**src/rtl/video_timing_gen_if.sv**
```systemverilog
// Pixel-side bundle of the raster timing generator. Its inputs are the pixel enable, the
// centering offsets and the core colour. Its outputs are the counters, blanking, sync and markers.
interface video_timing_gen_if #(
  parameter int CW = 12
);
  logic          pce;
  logic [3:0]    hofs;
  logic [3:0]    vofs;
  logic [CW-1:0] irgb;
  logic [8:0]    hpos;
  logic [8:0]    vpos;
  logic [CW-1:0] orgb;
  logic          hblk;
  logic          vblk;
  logic          hsyn;
  logic          vsyn;
  logic          lstart;
  logic          frame;

  modport master (
    input  pce, hofs, vofs, irgb,
    output hpos, vpos, orgb, hblk, vblk, hsyn, vsyn, lstart, frame
  );

  modport slave (
    output pce, hofs, vofs, irgb,
    input  hpos, vpos, orgb, hblk, vblk, hsyn, vsyn, lstart, frame
  );
endinterface

```
**src/rtl/video_timing_gen.sv**
```systemverilog
// Raster timing generator that advances on a pixel clock enable in the core clock domain.
// Sync position follows a centering offset that is latched once per frame, and RGB is blanked outside the active area.
module video_timing_gen #(
  parameter int CW   = 12,
  parameter int HACT = 288,
  parameter int HFP  = 23,
  parameter int HSW  = 31,
  parameter int HTOT = 384,
  parameter int VACT = 224,
  parameter int VFP  = 3,
  parameter int VSW  = 7,
  parameter int VTOT = 263
) (
  input logic              mclk,
  input logic              reset,
  video_timing_gen_if.master bus
);

  localparam logic signed [10:0] H_BASE = 11'(HACT + HFP);
  localparam logic signed [10:0] H_MIN  = 11'(HACT);
  localparam logic signed [10:0] H_MAX  = 11'(HTOT - HSW);
  localparam logic signed [10:0] H_W    = 11'(HSW);
  localparam logic signed [10:0] H_TOT  = 11'(HTOT);
  localparam logic signed [10:0] V_BASE = 11'(VACT + VFP);
  localparam logic signed [10:0] V_MIN  = 11'(VACT);
  localparam logic signed [10:0] V_MAX  = 11'(VTOT - VSW);
  localparam logic signed [10:0] V_W    = 11'(VSW);
  localparam logic signed [10:0] V_TOT  = 11'(VTOT);

  logic [8:0]        hcnt;
  logic [8:0]        vcnt;
  logic [3:0]        hofs_q;
  logic [3:0]        vofs_q;
  logic signed [10:0] hs;
  logic signed [10:0] vs;
  logic signed [10:0] hcnt_s;
  logic signed [10:0] vcnt_s;
  logic              h_wrap;
  logic              v_wrap;
  logic              h_sync;
  logic              v_sync;
  logic              h_blank;
  logic              v_blank;

  logic [CW-1:0]     orgb_q;
  logic              hblk_q;
  logic              vblk_q;
  logic              hsyn_q;
  logic              vsyn_q;
  logic              lstart_q;
  logic              frame_q;

  // Sync start = nominal position + signed offset, clamped so the pulse stays inside blanking.
  always_comb begin
    hs = H_BASE + $signed({{7{hofs_q[3]}}, hofs_q});
    if (hs < H_MIN) hs = H_MIN;
    if (hs + H_W > H_TOT) hs = H_MAX;
    vs = V_BASE + $signed({{7{vofs_q[3]}}, vofs_q});
    if (vs < V_MIN) vs = V_MIN;
    if (vs + V_W > V_TOT) vs = V_MAX;
  end

  assign hcnt_s  = $signed({2'b00, hcnt});
  assign vcnt_s  = $signed({2'b00, vcnt});
  assign h_sync  = (hcnt_s >= hs) && (hcnt_s < hs + H_W);
  assign v_sync  = (vcnt_s >= vs) && (vcnt_s < vs + V_W);
  assign h_blank = (hcnt >= 9'(HACT));
  assign v_blank = (vcnt >= 9'(VACT));
  assign h_wrap  = (hcnt == 9'(HTOT - 1));
  assign v_wrap  = (vcnt == 9'(VTOT - 1));

  always_ff @(posedge mclk or posedge reset) begin
    if (reset) begin
      hcnt     <= '0;
      vcnt     <= '0;
      hofs_q   <= '0;
      vofs_q   <= '0;
      orgb_q   <= '0;
      hblk_q   <= 1'b1;
      vblk_q   <= 1'b1;
      hsyn_q   <= 1'b1;
      vsyn_q   <= 1'b1;
      lstart_q <= 1'b0;
      frame_q  <= 1'b0;
    end else begin
      lstart_q <= 1'b0;
      if (bus.pce) begin
        hblk_q   <= h_blank;
        vblk_q   <= v_blank;
        hsyn_q   <= ~h_sync;
        vsyn_q   <= ~v_sync;
        orgb_q   <= (h_blank || v_blank) ? '0 : bus.irgb;
        lstart_q <= h_wrap;
        if (h_wrap) begin
          hcnt <= '0;
          if (v_wrap) begin
            vcnt    <= '0;
            frame_q <= ~frame_q;
            hofs_q  <= bus.hofs;
            vofs_q  <= bus.vofs;
          end else begin
            vcnt <= vcnt + 9'd1;
          end
        end else begin
          hcnt <= hcnt + 9'd1;
        end
      end
    end
  end

  assign bus.hpos   = hcnt;
  assign bus.vpos   = vcnt;
  assign bus.orgb   = orgb_q;
  assign bus.hblk   = hblk_q;
  assign bus.vblk   = vblk_q;
  assign bus.hsyn   = hsyn_q;
  assign bus.vsyn   = vsyn_q;
  assign bus.lstart = lstart_q;
  assign bus.frame  = frame_q;

endmodule

```
**src/flat_wrapper.sv**
```systemverilog
// flat-port wrapper written by rule: the top's interface ports become plain ports
module video_timing_gen_flat 
#(
  parameter int CW   = 12,
  parameter int HACT = 288,
  parameter int HFP  = 23,
  parameter int HSW  = 31,
  parameter int HTOT = 384,
  parameter int VACT = 224,
  parameter int VFP  = 3,
  parameter int VSW  = 7,
  parameter int VTOT = 263
)
  (mclk, reset, bus_pce, bus_hofs, bus_vofs, bus_irgb, bus_hpos, bus_vpos, bus_orgb, bus_hblk, bus_vblk, bus_hsyn, bus_vsyn, bus_lstart, bus_frame);
  video_timing_gen_if #(.CW(CW)) bus_i ();
  input logic mclk;
  input logic reset;
  input wire logic [$bits(bus_i.pce)-1:0] bus_pce;
  input wire logic [$bits(bus_i.hofs)-1:0] bus_hofs;
  input wire logic [$bits(bus_i.vofs)-1:0] bus_vofs;
  input wire logic [$bits(bus_i.irgb)-1:0] bus_irgb;
  output wire logic [$bits(bus_i.hpos)-1:0] bus_hpos;
  output wire logic [$bits(bus_i.vpos)-1:0] bus_vpos;
  output wire logic [$bits(bus_i.orgb)-1:0] bus_orgb;
  output wire logic [$bits(bus_i.hblk)-1:0] bus_hblk;
  output wire logic [$bits(bus_i.vblk)-1:0] bus_vblk;
  output wire logic [$bits(bus_i.hsyn)-1:0] bus_hsyn;
  output wire logic [$bits(bus_i.vsyn)-1:0] bus_vsyn;
  output wire logic [$bits(bus_i.lstart)-1:0] bus_lstart;
  output wire logic [$bits(bus_i.frame)-1:0] bus_frame;
  assign bus_i.pce = bus_pce;
  assign bus_i.hofs = bus_hofs;
  assign bus_i.vofs = bus_vofs;
  assign bus_i.irgb = bus_irgb;
  assign bus_hpos = bus_i.hpos;
  assign bus_vpos = bus_i.vpos;
  assign bus_orgb = bus_i.orgb;
  assign bus_hblk = bus_i.hblk;
  assign bus_vblk = bus_i.vblk;
  assign bus_hsyn = bus_i.hsyn;
  assign bus_vsyn = bus_i.vsyn;
  assign bus_lstart = bus_i.lstart;
  assign bus_frame = bus_i.frame;
  video_timing_gen #(.CW(CW), .HACT(HACT), .HFP(HFP), .HSW(HSW), .HTOT(HTOT), .VACT(VACT), .VFP(VFP), .VSW(VSW), .VTOT(VTOT)) u_core (.mclk(mclk), .reset(reset), .bus(bus_i));
endmodule
```
**config.mk**
```make
export PLATFORM = sky130hd
export DESIGN_NAME = video_timing_gen_flat
export DESIGN_NICKNAME = d
export VERILOG_FILES = /design/src/rtl/video_timing_gen_if.sv /design/src/rtl/video_timing_gen.sv /design/src/flat_wrapper.sv
export SDC_FILE = /design/constraint.sdc
export NUM_CORES = 1
export LEC_CHECK = 0
export CORE_ASPECT_RATIO = 2
export CORE_MARGIN = 8
export CORE_UTILIZATION = 58
export CTS_CLUSTER_DIAMETER = 40
export DETAILED_ROUTE_END_ITERATION = 8
export DONT_BUFFER_PORTS = 1
export PLACE_DENSITY_LB_ADDON = 0.1
export SLEW_MARGIN = 20
export SYNTH_ARGS = -nofsm -noshare
export SYNTH_HDL_FRONTEND = slang
export SYNTH_SLANG_ARGS = --single-unit
```
**constraint.sdc**
```tcl
create_clock -name mclk -period 3.1 [get_ports mclk]
set_input_delay 0.62 -clock mclk [delete_from_list [all_inputs] [get_ports mclk]]
set_output_delay 0.62 -clock mclk [all_outputs]
set_load 0.005 [all_outputs]
```
# Word-level counts from Yosys, hierarchy flattened
# Cells that the tools add are included.
[word_totals] ff_bits=44 input_bits=23 wordCells=47
[classes] n_addsub=8 order_cmp=10 eq_ne=2 muxes=8 n_bitwise=3 reduce_logical=5
[op_table] operator="11-bit 2-to-1 mux" count=4
[op_table] operator="11-bit by 4-bit adder with 11-bit output (second input constant)" count=2
[op_table] operator="11-bit by 6-bit adder with 11-bit output (second input constant)" count=2
[op_table] operator="10-bit by 11-bit >= comparator with 1-bit output" count=2
[op_table] operator="11-bit by 10-bit greater-than comparator with 1-bit output (second input constant)" count=2
[op_table] operator="10-bit by 11-bit less-than comparator with 1-bit output" count=2
[op_table] operator="9-bit by 1-bit adder with 9-bit output (second input constant)" count=2
[op_table] operator="9-bit equality test (second input constant)" count=2
[op_table] operator="9-bit 2-to-1 mux" count=2
[op_table] operator="12-bit 2-to-1 mux" count=1
[op_table] operator="10-bit by 4-bit adder with 11-bit output (first input constant)" count=1
[op_table] operator="11-bit by 10-bit less-than comparator with 1-bit output (second input constant)" count=1
[op_table] operator="11-bit by 9-bit less-than comparator with 1-bit output (second input constant)" count=1
[op_table] operator="9-bit by 4-bit adder with 10-bit output (first input constant)" count=1
[op_table] operator="9-bit by 8-bit >= comparator with 1-bit output (second input constant)" count=1
[op_table] operator="9-bit >= comparator (second input constant)" count=1
[op_table] operator="1-bit inverter" count=3
[op_table] operator="3-bit AND reduction" count=1
[op_table] operator="1-bit logical AND" count=2
[op_table] operator="2-bit AND reduction" count=1
[op_table] operator="1-bit logical OR" count=1
[op_table] operator="1-bit 2-to-1 mux" count=1

# Longest topological paths before layout
# Gate-level depths: netlist of run 1.
[logic_depth] word_depth=10 mapped_depth=18

# Least setup slack after synthesis of run 1
# OpenSTA, ideal clock, no wires.
[synth_timing] path_type="register -> register" start="reg u_core.vofs_q[0]" end="reg u_core.vsyn_q, in the netlist u_core.bus.vsyn" arrival_ns=3.285 required_ns=3.019 path_slack_ns=-0.267 path_stages_with_launch=19 synth_period_minus_slack_ns=3.367 path_cell_list="dfrtp_1 -> inv_1 -> ha_1 -> nand2b_1 -> ha_1 -> a211oi_1 -> ha_1 -> clkbuf_1 -> inv_1 -> nand3_1 -> ha_1 -> a31oi_1 -> ha_1 -> xnor2_1 -> ha_1 -> o2111ai_1 -> a31oi_1 -> o21ai_0 -> o211ai_1"
[synth_between] elab_chain_len=10
[synth_lines] item="from (decl)" line_no="video_timing_gen.sv:33" text="logic [3:0] vofs_q;"
[synth_lines] item="from (signal assigned)" line_no="video_timing_gen.sv:100" text="vofs_q <= bus.vofs;"
[synth_lines] item="9-bit by 4-bit adder with 10-bit output (*)" line_no="video_timing_gen.sv:58" text="vs = V_BASE + $signed({{7{vofs_q[3]}}, vofs_q});"
[synth_lines] item="11-bit by 9-bit less-than comparator with 1-bit output" line_no="video_timing_gen.sv:59" text="if (vs < V_MIN) vs = V_MIN;"
[synth_lines] item="11-bit 2-to-1 mux (*)" line_no="video_timing_gen.sv:59"
[synth_lines] item="11-bit by 4-bit adder with 11-bit output" line_no="video_timing_gen.sv:60" text="if (vs + V_W > V_TOT) vs = V_MAX;"
[synth_lines] item="11-bit by 10-bit greater-than comparator with 1-bit output" line_no="video_timing_gen.sv:60"
[synth_lines] item="11-bit 2-to-1 mux (*)" line_no="video_timing_gen.sv:60"
[synth_lines] item="11-bit by 4-bit adder with 11-bit output" line_no="video_timing_gen.sv:66" text="assign v_sync = (vcnt_s >= vs) && (vcnt_s < vs + V_W);"
[synth_lines] item="10-bit by 11-bit less-than comparator with 1-bit output" line_no="video_timing_gen.sv:66"
[synth_lines] item="1-bit logical AND (*)" line_no="video_timing_gen.sv:66"
[synth_lines] item="1-bit inverter (*)" line_no="video_timing_gen.sv:91" text="vsyn_q <= ~v_sync;"
[synth_lines] item="to (signal assigned)" line_no="video_timing_gen.sv:91"
[synth_lines] item="to (decl)" line_no="video_timing_gen.sv:49" text="logic vsyn_q;"
# Every way passes the cells marked *; elsewhere a longest branch is shown, timed or not.
# A chain may end at the register's enable or synchronous reset.

# Worst setup path in the final report of run 1
[layout_timing] start="reg u_core.vofs_q[1]" end="reg u_core.vsyn_q, in the netlist u_core.bus.vsyn"
# Same word-level chain as after synthesis.

==> results of run 1 <==
==> power by group through the flow <==
stage,Sequential [mW],Clock (mW),Combinational [mW]
floorplan,0.727,0,0.182
global placement,0.771,0,0.204
finish,0.758,0.449,0.215
global route,0.773,0.486,0.253
detailed placement,0.775,0,0.217
CTS,0.763,0.461,0.219
==> logic make-up (layout without fill, tap and decap cells) <==
family,Yosys count,after routing,share of synthesized area
muxes,5,5,0.01827
xor gates and xnor gates,17,17,0.04942
and+or+nand+nor,97,97,0.1636
DFF,44,44,0.3671
adders and majority gates,46,46,0.1910
AOI/OAI and AO/OA,66,66,0.1383
buffers and inverters,48,59,0.06976
other,2,4,0.002493
==> cell usage after synthesis, types with 2 or more instances <==
| cell | n | area [um^2] |
|---|---|---|
| nand3_1 | 10 | 50.05 |
| o21ai_0 | 27 | 135.1 |
| o2111ai_1 | 4 | 35.03 |
| nand4_1 | 6 | 37.54 |
| dfstp_2 | 4 | 105.1 |
| inv_1 | 33 | 123.9 |
| nor3_1 | 3 | 15.01 |
| nor2_1 | 13 | 48.80 |
| and2_1 | 2 | 12.51 |
| o31ai_1 | 2 | 15.01 |
| nand2_2 | 5 | 31.28 |
| xor2_1 | 9 | 78.83 |
| o211ai_1 | 2 | 15.01 |
| xnor2_1 | 8 | 70.07 |
| a31o_2 | 2 | 17.52 |
| or3_1 | 3 | 18.77 |
| nand2b_1 | 2 | 12.51 |
| o21a_1 | 2 | 15.01 |
| nand2_1 | 40 | 150.1 |
| dfrtp_1 | 40 | 1001 |
| ha_1 | 46 | 575.6 |
| a21oi_1 | 9 | 45.04 |
| clkbuf_1 | 9 | 33.78 |
| nand3b_1 | 3 | 22.52 |
| a31oi_1 | 3 | 18.77 |
| a211oi_1 | 3 | 22.52 |
| nor2b_1 | 2 | 12.51 |
| conb_1 | 2 | 7.510 |
| mux2_1 | 3 | 33.78 |
| o21ai_2 | 5 | 43.79 |
==> worst register-to-register path, delay by kind of cell, from the launching register on <==
kind | cells | cell delay, ns
fa+ha+maj | 5 | 1.12
compound gates | 6 | 0.69
simple gates | 2 | 0.48
flops | 1 | 0.41
buf+inv | 2 | 0.21
xor+xnor | 1 | 0.06
==> layout make-up <==
cell class	instances	share of cell area
clock buffers	5	0.02036
clock inverters	3	0.01406
inverters	34	0.03886
multi-input cells	235	0.5392
flip-flops and latches	44	0.3272
well taps	58	0.02147
repair buffers	17	0.03886
==> worst min path at each step <==
stage	to	slack, ns
after floorplan	u_core.bus.frame$_DFFE_PP0P_	0.46
after global placement	u_core.bus.frame$_DFFE_PP0P_	0.50
after detailed placement	u_core.bus.frame$_DFFE_PP0P_	0.49
after CTS	u_core.bus.hpos[0]$_DFFE_PP0P_	0.41
after global routing	u_core.bus.orgb[7]$_DFFE_PP0P_	0.39
final	u_core.bus.vpos[7]$_DFFE_PP0P_	0.40
==> per-stage QoR <==
step	instance area [um^2]	setup TNS, ns
after global placement	3087	0
final	3381	0
after global routing	3381	-0.06259
after CTS	3223	0
after detailed placement	3087	-0.01728
after floorplan	3038	0
==> state kept, by name, summed over array words and instances, names as in the netlist <==
| name | count |
|---|---|
| u_core.bus.hsyn | 1 |
| u_core.bus.vblk | 1 |
| u_core.bus.hblk | 1 |
| u_core.bus.vsyn | 1 |
| u_core.vofs_q | 4 |
| u_core.hofs_q | 4 |
| u_core.bus.lstart | 1 |
| u_core.bus.frame | 1 |
| u_core.bus.hpos | 9 |
| u_core.bus.orgb | 12 |
| u_core.bus.vpos | 9 |
==> per-layer routing <==
layer  global-route usage  vias up
li1                     -     1124
met1               0.1626     1102
met2               0.3305       60
met3              0.04480       16
met4              0.09881        0
met5                    0        -
==> what timing repair did <==
item | CTS | global route
setup endpoints to repair | 1 | 1
cloned | 0 | 0
hold buffers | 0 | 0
resized for setup | 4 | 18
buffers inserted | 0 | 8
pin swaps | 2 | 13
==> qor.yml, run 1 <==
crit_required_ns: 3.33
peakVddDrop_mv: 0.4684
hold_viol: 0
synthFlopType: "dfrtp_1"
min_period_ns: 3.025
ys_types: 53
final_max_slew_viol_count: 0
cts_root_buf: "clkbuf_8"
top_layer: "met4"
cts-htree-levels: 2
grt_pass1_wl_um: 11030
setup_ws_ns: 0.07459
drc: 0
syn_to_final_growth_pct: 12.21
hpwl_um: 5315
multi_input_comb_area_um2: 1823
rr_startpoint: "u_core.vofs_q[1]$_DFFE_PP0P_"
relSlewSlack: 0.3804
status: "finished, final reports clean"
ys_seq_area_frac: 0.3671
reg2reg_slack_ns: 0.07
pin_count: 59
hp-class: "primary input to async pin"
wl_um: 7056
arrival_ns: 3.25
switching_share: 0.3174
wl_met3_um: 408
viasPerCell: 5.813
fin_nets: 406
coreArea_um2: 5092
clock_power_share: 0.316
final_cell_mix: "40 x ha_1, 40 x dfrtp_1, 38 x nand2_1"
dieArea_um2: 7897
grt_usage: 0.1785
fin_util: 0.6639
grt_pass1_vias: 2308
p_seq_frac: 0.533
rr_worst_depth: 16
power_density_nw_per_um2: 420.6
syn_avg_cell_area_um2: 9.270
diodes: 0
path_depth: 16
initial_utilization: 0.5916
fillerInstances: 429
drive_above_1_share: 0.2041
max-cap-violations: 0
ant_nets: 0
comb_power_share: 0.151
first_pass_iters: 4
clock_skew_ns: 0.007973
wl_met1_um: 2301
synthCells: 325
internal_power_uw: 970.7
port_buffers: 0
yosysWarnings: 0
p_leak_nw: 1.659
wire_per_inst_um: 17.82
fin_cells: 396
die_h_um: 117.9
worst_setup_path_start_kind: "flip-flop"
total_power_mw: 1.422
grt_max_degree: 45
syn_area_um2: 3013
p_sw_uw: 451.4
tightest_slew_ns: 0.9281
hold_slack_ns: 0.3961
die_w_um: 66.97
cp-end-kind: "flip-flop"
via_count: 2302
critPathTopFamily: "adder cells"
crit_type: "flip-flop to flip-flop"
ys_ff_latch: 44
critPathMaxStageDelay_ns: 0.41
cts_sinks: 44
worst-path-buf-inv: 2
place_ws_ns: -0.01728
cp_max_fo: 8
gp_congestion: 0.8750
cp_cell_sequence: "inv_2, ha_4, nand2b_4, ha_4, a211oi_2, ha_2, buf_6, or3_4, a31oi_1, ha_2, xnor2_1, ha_1, o2111ai_2, a31oi_1, o21ai_1, o211ai_1"
setup_viol_count_final: 0
async_reset_ff_frac: 1.000
fin_crit_sh: 0.9759
clockBufferDepth: 2
clk_latency_ns: 0.30
cts_buffers: 5
cts_tree: "built"
clock.fmax_ghz: 0.3305
dp.cells: 380
clkTransAtPathRegs_ns: 0.09
cp-endpoint: "u_core.bus.vsyn$_DFFE_PP1P_"
slowest_stage: "dfrtp_1"
wl_met2_um: 4106
synth_edf_count: 0
seq_area_um2: 1106
num_rows: 37
overflow: 0
r2r-end: "u_core.bus.vsyn$_DFFE_PP1P_"
crit_path_start: "u_core.vofs_q[1]$_DFFE_PP0P_"
dr.first_iter.drc_count: 152
antenna_found_initial: 0
Note: power is estimated with default switching activity, not from simulation.
==> inputs of run 2 (changes only) <==
Settings changed: CORE_UTILIZATION 58 to 69.
Clock period 3.1 ns to 3.8 ns, I/O delays scaled along.
==> run 2 against run 1 <==
Net effect: non-clock buffer count decreased by 15; critical path depth increased by 1; clock power decreased by 19%; total power decreased by 19%.
==> qor.yml, run 2 (synthesis gave the netlist of run 1 again) <==
grt_pass1_vias: 2467  # +6.9%
ant_nets: 0  # unchanged
port_buffers: 0  # unchanged
min_period_ns: 3.395  # +0.3692 ns
peakVddDrop_mv: 0.3452  # -26%
switching_share: 0.3172  # about the same
antenna_found_initial: 0  # unchanged
post_cts_resized: 0  # -4
drive_above_1_share: 0.1022  # -0.1020
cp_max_fo: 6  # -2
hold_viol: 0  # unchanged
wire_per_inst_um: 16.70  # -6.3%
setup_viol_count_final: 0  # unchanged
clock_power_share: 0.315  # about the same
fin_setup_tns_ns: 0  # unchanged
first_pass_iters: 4  # unchanged
p_sw_uw: 367.0  # -19%
clockBufferDepth: 2  # unchanged
worst_setup_path_start_kind: "flip-flop"
cp-end-kind: "flip-flop"
max-cap-violations: 0  # unchanged
clkTransAtPathRegs_ns: 0.08  # about the same
die_w_um: 62.73  # -6.3%
cts-htree-levels: 2  # unchanged
cts_root_buf: "clkbuf_8"
gp_congestion: 0.8969  # +2.5%
grt_pass1_wl_um: 10710  # -2.9%
p_leak_nw: 1.577  # -5.0%
crit_type: "flip-flop to flip-flop"
relSlewSlack: 0.5239  # +0.1436
syn_to_final_growth_pct: 3.987
arrival_ns: 3.62  # +0.37 ns
wl_um: 6297  # -11%
final_common_cell: "ha_1"
grt_usage: 0.1880  # +0.009499
initial_utilization: 0.7082  # +0.1166
fin_crit_sh: 0.8933  # -0.08263
clock.fmax_ghz: 0.2946  # -11%
drc: 0  # unchanged
cts_tree: "built"
rsz0062_at_grt: "no"
comb_power_share: 0.154  # +0.003
grt_max_degree: 39  # -13%
overflow: 0  # unchanged
die_h_um: 109.5  # -7.2%
tightest_slew_ns: 0.7115  # -0.2166 ns
dr.first_iter.drc_count: 92  # -39%
cts_buffers: 5  # unchanged
final_max_slew_viol_count: 0  # unchanged
worst-path-buf-inv: 3  # +1
hp-class: "primary input to async pin"
internal_power_uw: 790.0  # -19%
cp_cell_sequence: "inv_1, ha_1, nand2b_1, ha_1, a211oi_1, ha_1, inv_1, nand3_1, ha_1, a31oi_1, ha_1, inv_1, ha_1, o2111ai_1, a31oi_1, o21ai_0, o211ai_1"
fin_nets: 391  # -3.7%
critPathTopFamily: "adder cells"
num_rows: 34  # -8.1%
hpwl_um: 4966  # -6.6%
critPathMaxStageDelay_ns: 0.42  # about the same
slowest_stage: "dfrtp_1"
final_cell_mix: "46 x ha_1, 40 x nand2_1, 40 x dfrtp_1"
dieArea_um2: 6865  # -13%
post_cts_buffers: 0  # unchanged
pin_count: 59  # unchanged
hold_slack_ns: 0.2211  # -0.1750 ns
crit_top_cell: "ha_1"
status: "finished, final reports clean"
crit_required_ns: 4.02  # +0.69 ns
via_count: 2240  # -2.7%
cts_sinks: 44  # unchanged
viasPerCell: 5.942  # +2.2%
diodes: 0  # unchanged
hold_buffers: 0  # unchanged
clock_skew_ns: 0.01069  # +0.002715 ns
largest_reg_flops: 12  # unchanged
p_seq_frac: 0.531  # -0.002
coreArea_um2: 4254  # -16%
power_density_nw_per_um2: 369.3  # -12%
clk_latency_ns: 0.30  # about the same
-- run 2: changes by cell type in the layout (fill, tap and decap cells not counted), sizes merged --
cell and delta:
clkinvlp +1, inv -1, buf -15
-- run 2: worst register-to-register path, stage by stage, from the launching register on --
cell	delay (ns)
dfrtp_1	0.42
inv_1	0.13
ha_1	0.34
nand2b_1	0.17
ha_1	0.20
a211oi_1	0.21
ha_1	0.21
inv_1	0.11
nand3_1	0.15
ha_1	0.19
a31oi_1	0.09
ha_1	0.28
inv_1	0.04
ha_1	0.29
o2111ai_1	0.12
a31oi_1	0.18
o21ai_0	0.10
o211ai_1	0.09
-- run 2: worst paths after layout --
kind	cells past startpoint	start	to	slack, ns
min in group mclk	1	u_core.bus.frame$_DFFE_PP0P_	u_core.bus.frame$_DFFE_PP0P_	0.51
worst max-delay path	17	u_core.vofs_q[0]$_DFFE_PP0P_	u_core.bus.vsyn$_DFFE_PP1P_	0.41
worst min register to register	1	u_core.bus.frame$_DFFE_PP0P_	u_core.bus.frame$_DFFE_PP0P_	0.51
worst min-delay path	1	reset	u_core.bus.vpos[4]$_DFFE_PP0P_	0.22
worst max register to register	17	u_core.vofs_q[0]$_DFFE_PP0P_	u_core.bus.vsyn$_DFFE_PP1P_	0.41
max in group asynchronous	2	reset	u_core.bus.hblk$_DFFE_PP1P_	2.85
-- run 2: layer usage --
| metal | track usage | part of all wire |
|---|---|---|
| met5 | 0 | 0 |
| met1 | 0.1765 | 0.38 |
| met3 | 0.07857 | 0.082 |
| met2 | 0.3448 | 0.51 |
| met4 | 0.09031 | 0.021 |
-- run 2: power groups by stage --
stage	clock network (mW)	logic, mW	registers, mW
after global placement	0	0.165	0.623
after detailed placement	0	0.178	0.626
after floorplan	0	0.148	0.593
after CTS	0.369	0.180	0.617
after global routing	0.383	0.210	0.625
final	0.364	0.178	0.615
-- run 2: through the flow --
stage / util / cell area [um^2] / setup WS, ns / total power [mW] / cells
final: 0.7365 / 3133 / 0.4054 / 1.157 / 377
after global routing: 0.7365 / 3133 / 0.1039 / 1.219 / 377
after CTS: 0.7365 / 3133 / 0.4060 / 1.166 / 377
after detailed placement: 0.7103 / 3022 / 0.4192 / 0.8041 / 369
after global placement: 0.7103 / 3022 / 0.6363 / 0.7878 / 369
after floorplan: - / 3020 / 0.4334 / 0.7414 / 327
-- run 2: layout make-up --
cell class                      count  area [um^2]
Tap cell                           54        67.56
Multi-Input combinational cell    235         1704
Sequential cell                    44         1106
Clock buffer                        5        68.82
Fill cell                         309         1121
Inverter                           34        128.9
Clock inverter                      3        42.54
Timing Repair Buffer                2        15.01
==> inputs of run 3 (changes only) <==
Settings changed: CORE_UTILIZATION 69 to 64, PLACE_DENSITY set to 0.8, PLACE_DENSITY_LB_ADDON 0.1 to not set.
Clock period 3.8 ns to 3.4 ns, I/O delays scaled along.
==> run 3 against run 2 <==
Net effect: register-to-register slack lost 0.22 ns; fmax up 5.7%; combinational power rose by 13%; worst hold slack improved by 0.17 ns; setup slack lost 0.22 ns; final cell count increased by 1.1%; total power increased by 12%; via count up 1.4%; die area is 6.2% higher; critical path depth unchanged; non-clock buffer count up 3; critical path type unchanged; critical endpoint unchanged.
==> qor.yml, run 3 (synthesis gave the netlist of run 1 again) <==
status: "finished, final reports clean"
clk_latency_ns: 0.30  # about the same
cp-end-kind: "flip-flop"
hold_slack_ns: 0.3891  # +0.1681 ns
setup_viol_count_final: 0  # unchanged
fillerInstances: 354  # +15%
die_w_um: 64.52  # +2.9%
dr.first_iter.drc_count: 71  # -23%
fin_crit_sh: 0.9442  # +0.05093
critPathTopFamily: "adder cells"
rr_startpoint: "u_core.vofs_q[0]$_DFFE_PP0P_"
initial_utilization: 0.6615  # -0.04670
wl_um: 6585  # +4.6%
grt_max_degree: 45  # +15%
coreArea_um2: 4554  # +7.1%
cts-htree-levels: 2  # unchanged
reg2reg_slack_ns: 0.19  # -0.22 ns
min_period_ns: 3.210  # -0.1842 ns
peakVddDrop_mv: 0.3820  # +11%
comb_power_share: 0.156  # +0.002
cts_buffers: 5  # unchanged
fin_util: 0.7027  # -0.03372
worst-path-buf-inv: 3  # unchanged
worst_setup_path_start_kind: "flip-flop"
tightest_slew_ns: 0.6767  # -0.03471 ns
viasPerCell: 5.961  # +0.32%
antenna_found_initial: 0  # unchanged
cts_sinks: 44  # unchanged
arrival_ns: 3.44  # -0.18 ns
num_rows: 35  # +2.9%
cts_tree: "built"
syn_to_final_growth_pct: 6.229
diodes: 0  # unchanged
fin_nets: 394  # +0.77%
critPathMaxStageDelay_ns: 0.46  # +0.04 ns
drive_above_1_share: 0.1380  # +0.03587
grt_pass1_wl_um: 10620  # -0.83%
clock.fmax_ghz: 0.3115  # +5.7%
slowest_stage: "dfrtp_2"
port_buffers: 0  # unchanged
drc: 0  # unchanged
seq_area_um2: 1107  # +0.11%
crit_required_ns: 3.63  # -0.39 ns
clock_power_share: 0.314  # about the same
hpwl_um: 5093  # +2.6%
switching_share: 0.3172  # about the same
hold_buffers: 0  # unchanged
grt_usage: 0.1808  # -0.007217
dieArea_um2: 7292  # +6.2%
grt_pass1_vias: 2325  # -5.8%
final_max_slew_viol_count: 0  # unchanged
p_leak_nw: 1.585  # +0.51%
clock_skew_ns: 0.006716  # -0.003972 ns
clockBufferDepth: 2  # unchanged
largest_reg_flops: 12  # unchanged
via_count: 2271  # +1.4%
p_seq_frac: 0.531  # about the same
cts_root_buf: "clkbuf_8"
crit_top_cell: "ha_1"
crit_type: "flip-flop to flip-flop"
hp-class: "primary input to async pin"
ant_nets: 0  # unchanged
crit_path_start: "u_core.vofs_q[0]$_DFFE_PP0P_"
power_density_nw_per_um2: 405.7  # +9.9%
hold_viol: 0  # unchanged
multi_input_comb_area_um2: 1743  # +2.3%
pin_count: 59  # unchanged
relSlewSlack: 0.5472  # +0.02323
internal_power_uw: 886.7  # +12%
final_common_cell: "ha_1"
gp_congestion: 0.8408  # -6.3%
die_h_um: 113.0  # +3.3%
p_sw_uw: 411.9  # +12%
final_cell_mix: "43 x ha_1, 40 x nand2_1, 39 x dfrtp_1"
cp_max_fo: 6  # unchanged
max-cap-violations: 0  # unchanged
clkTransAtPathRegs_ns: 0.09  # about the same
cp_cell_sequence: "inv_2, ha_4, nand2b_1, ha_1, a211oi_2, ha_2, inv_1, nand2b_1, ha_2, a31oi_1, ha_1, inv_1, ha_1, o2111ai_1, a31oi_1, o21ai_1, o211ai_1"
wire_per_inst_um: 17.28  # +3.5%
first_pass_iters: 4  # unchanged
overflow: 0  # unchanged
run 3: area by class of cell:
| type | count | share of cell area |
|---|---|---|
| multi-input combinational | 235 | 0.5446 |
| sequential | 44 | 0.3460 |
| inverter | 34 | 0.04027 |
| clock buffer | 5 | 0.02150 |
| tap | 55 | 0.02150 |
| clock inverter | 3 | 0.01446 |
| timing repair buffer | 5 | 0.01173 |
run 3: worst paths after layout:
path	depth (start not counted)	endpoint
max	17	u_core.bus.vsyn$_DFFE_PP1P_
min	2	u_core.bus.vpos[7]$_DFFE_PP0P_
max reg2reg	17	u_core.bus.vsyn$_DFFE_PP1P_
min reg2reg	2	u_core.bus.hsyn$_DFFE_PP1P_
max in group asynchronous	2	u_core.vofs_q[0]$_DFFE_PP0P_
min in group mclk	1	u_core.bus.orgb[10]$_DFFE_PP0P_
run 3: repair_timing:
item / in CTS / in global routing
resized for setup: 0 / 11
endpoints found under the setup margin: 0 / 1
setup buffers: 0 / 3
run 3: power by group through the flow:
stage	sequential [mW]	clock, mW	combinational, mW
finish	0.689	0.407	0.202
global placement	0.700	0	0.184
global route	0.702	0.433	0.238
CTS	0.692	0.414	0.205
detailed placement	0.703	0	0.203
floorplan	0.663	0	0.166
run 3: per-stage QoR:
stage                     power (mW)  setup slack (ns)  cells  setup TNS [ns]  area [um^2]
after floorplan               0.8286           0.03341    327               0         3020
after global placement        0.8841            0.2366    370               0         3023
after detailed placement      0.9055           0.04940    370               0         3023
after CTS                      1.311           0.01846    378               0         3138
after global routing           1.373          -0.04459    381        -0.04459         3201
final                          1.299            0.1896    381               0         3201
run 3: layer usage:
metal | global-route usage | vias up | share of wire
met5 | 0 | - | 0
met3 | 0.05935 | 13 | 0.072
li1 | - | 1110 | -
met2 | 0.3498 | 66 | 0.56
met4 | 0.08504 | 0 | 0.025
met1 | 0.1554 | 1082 | 0.34
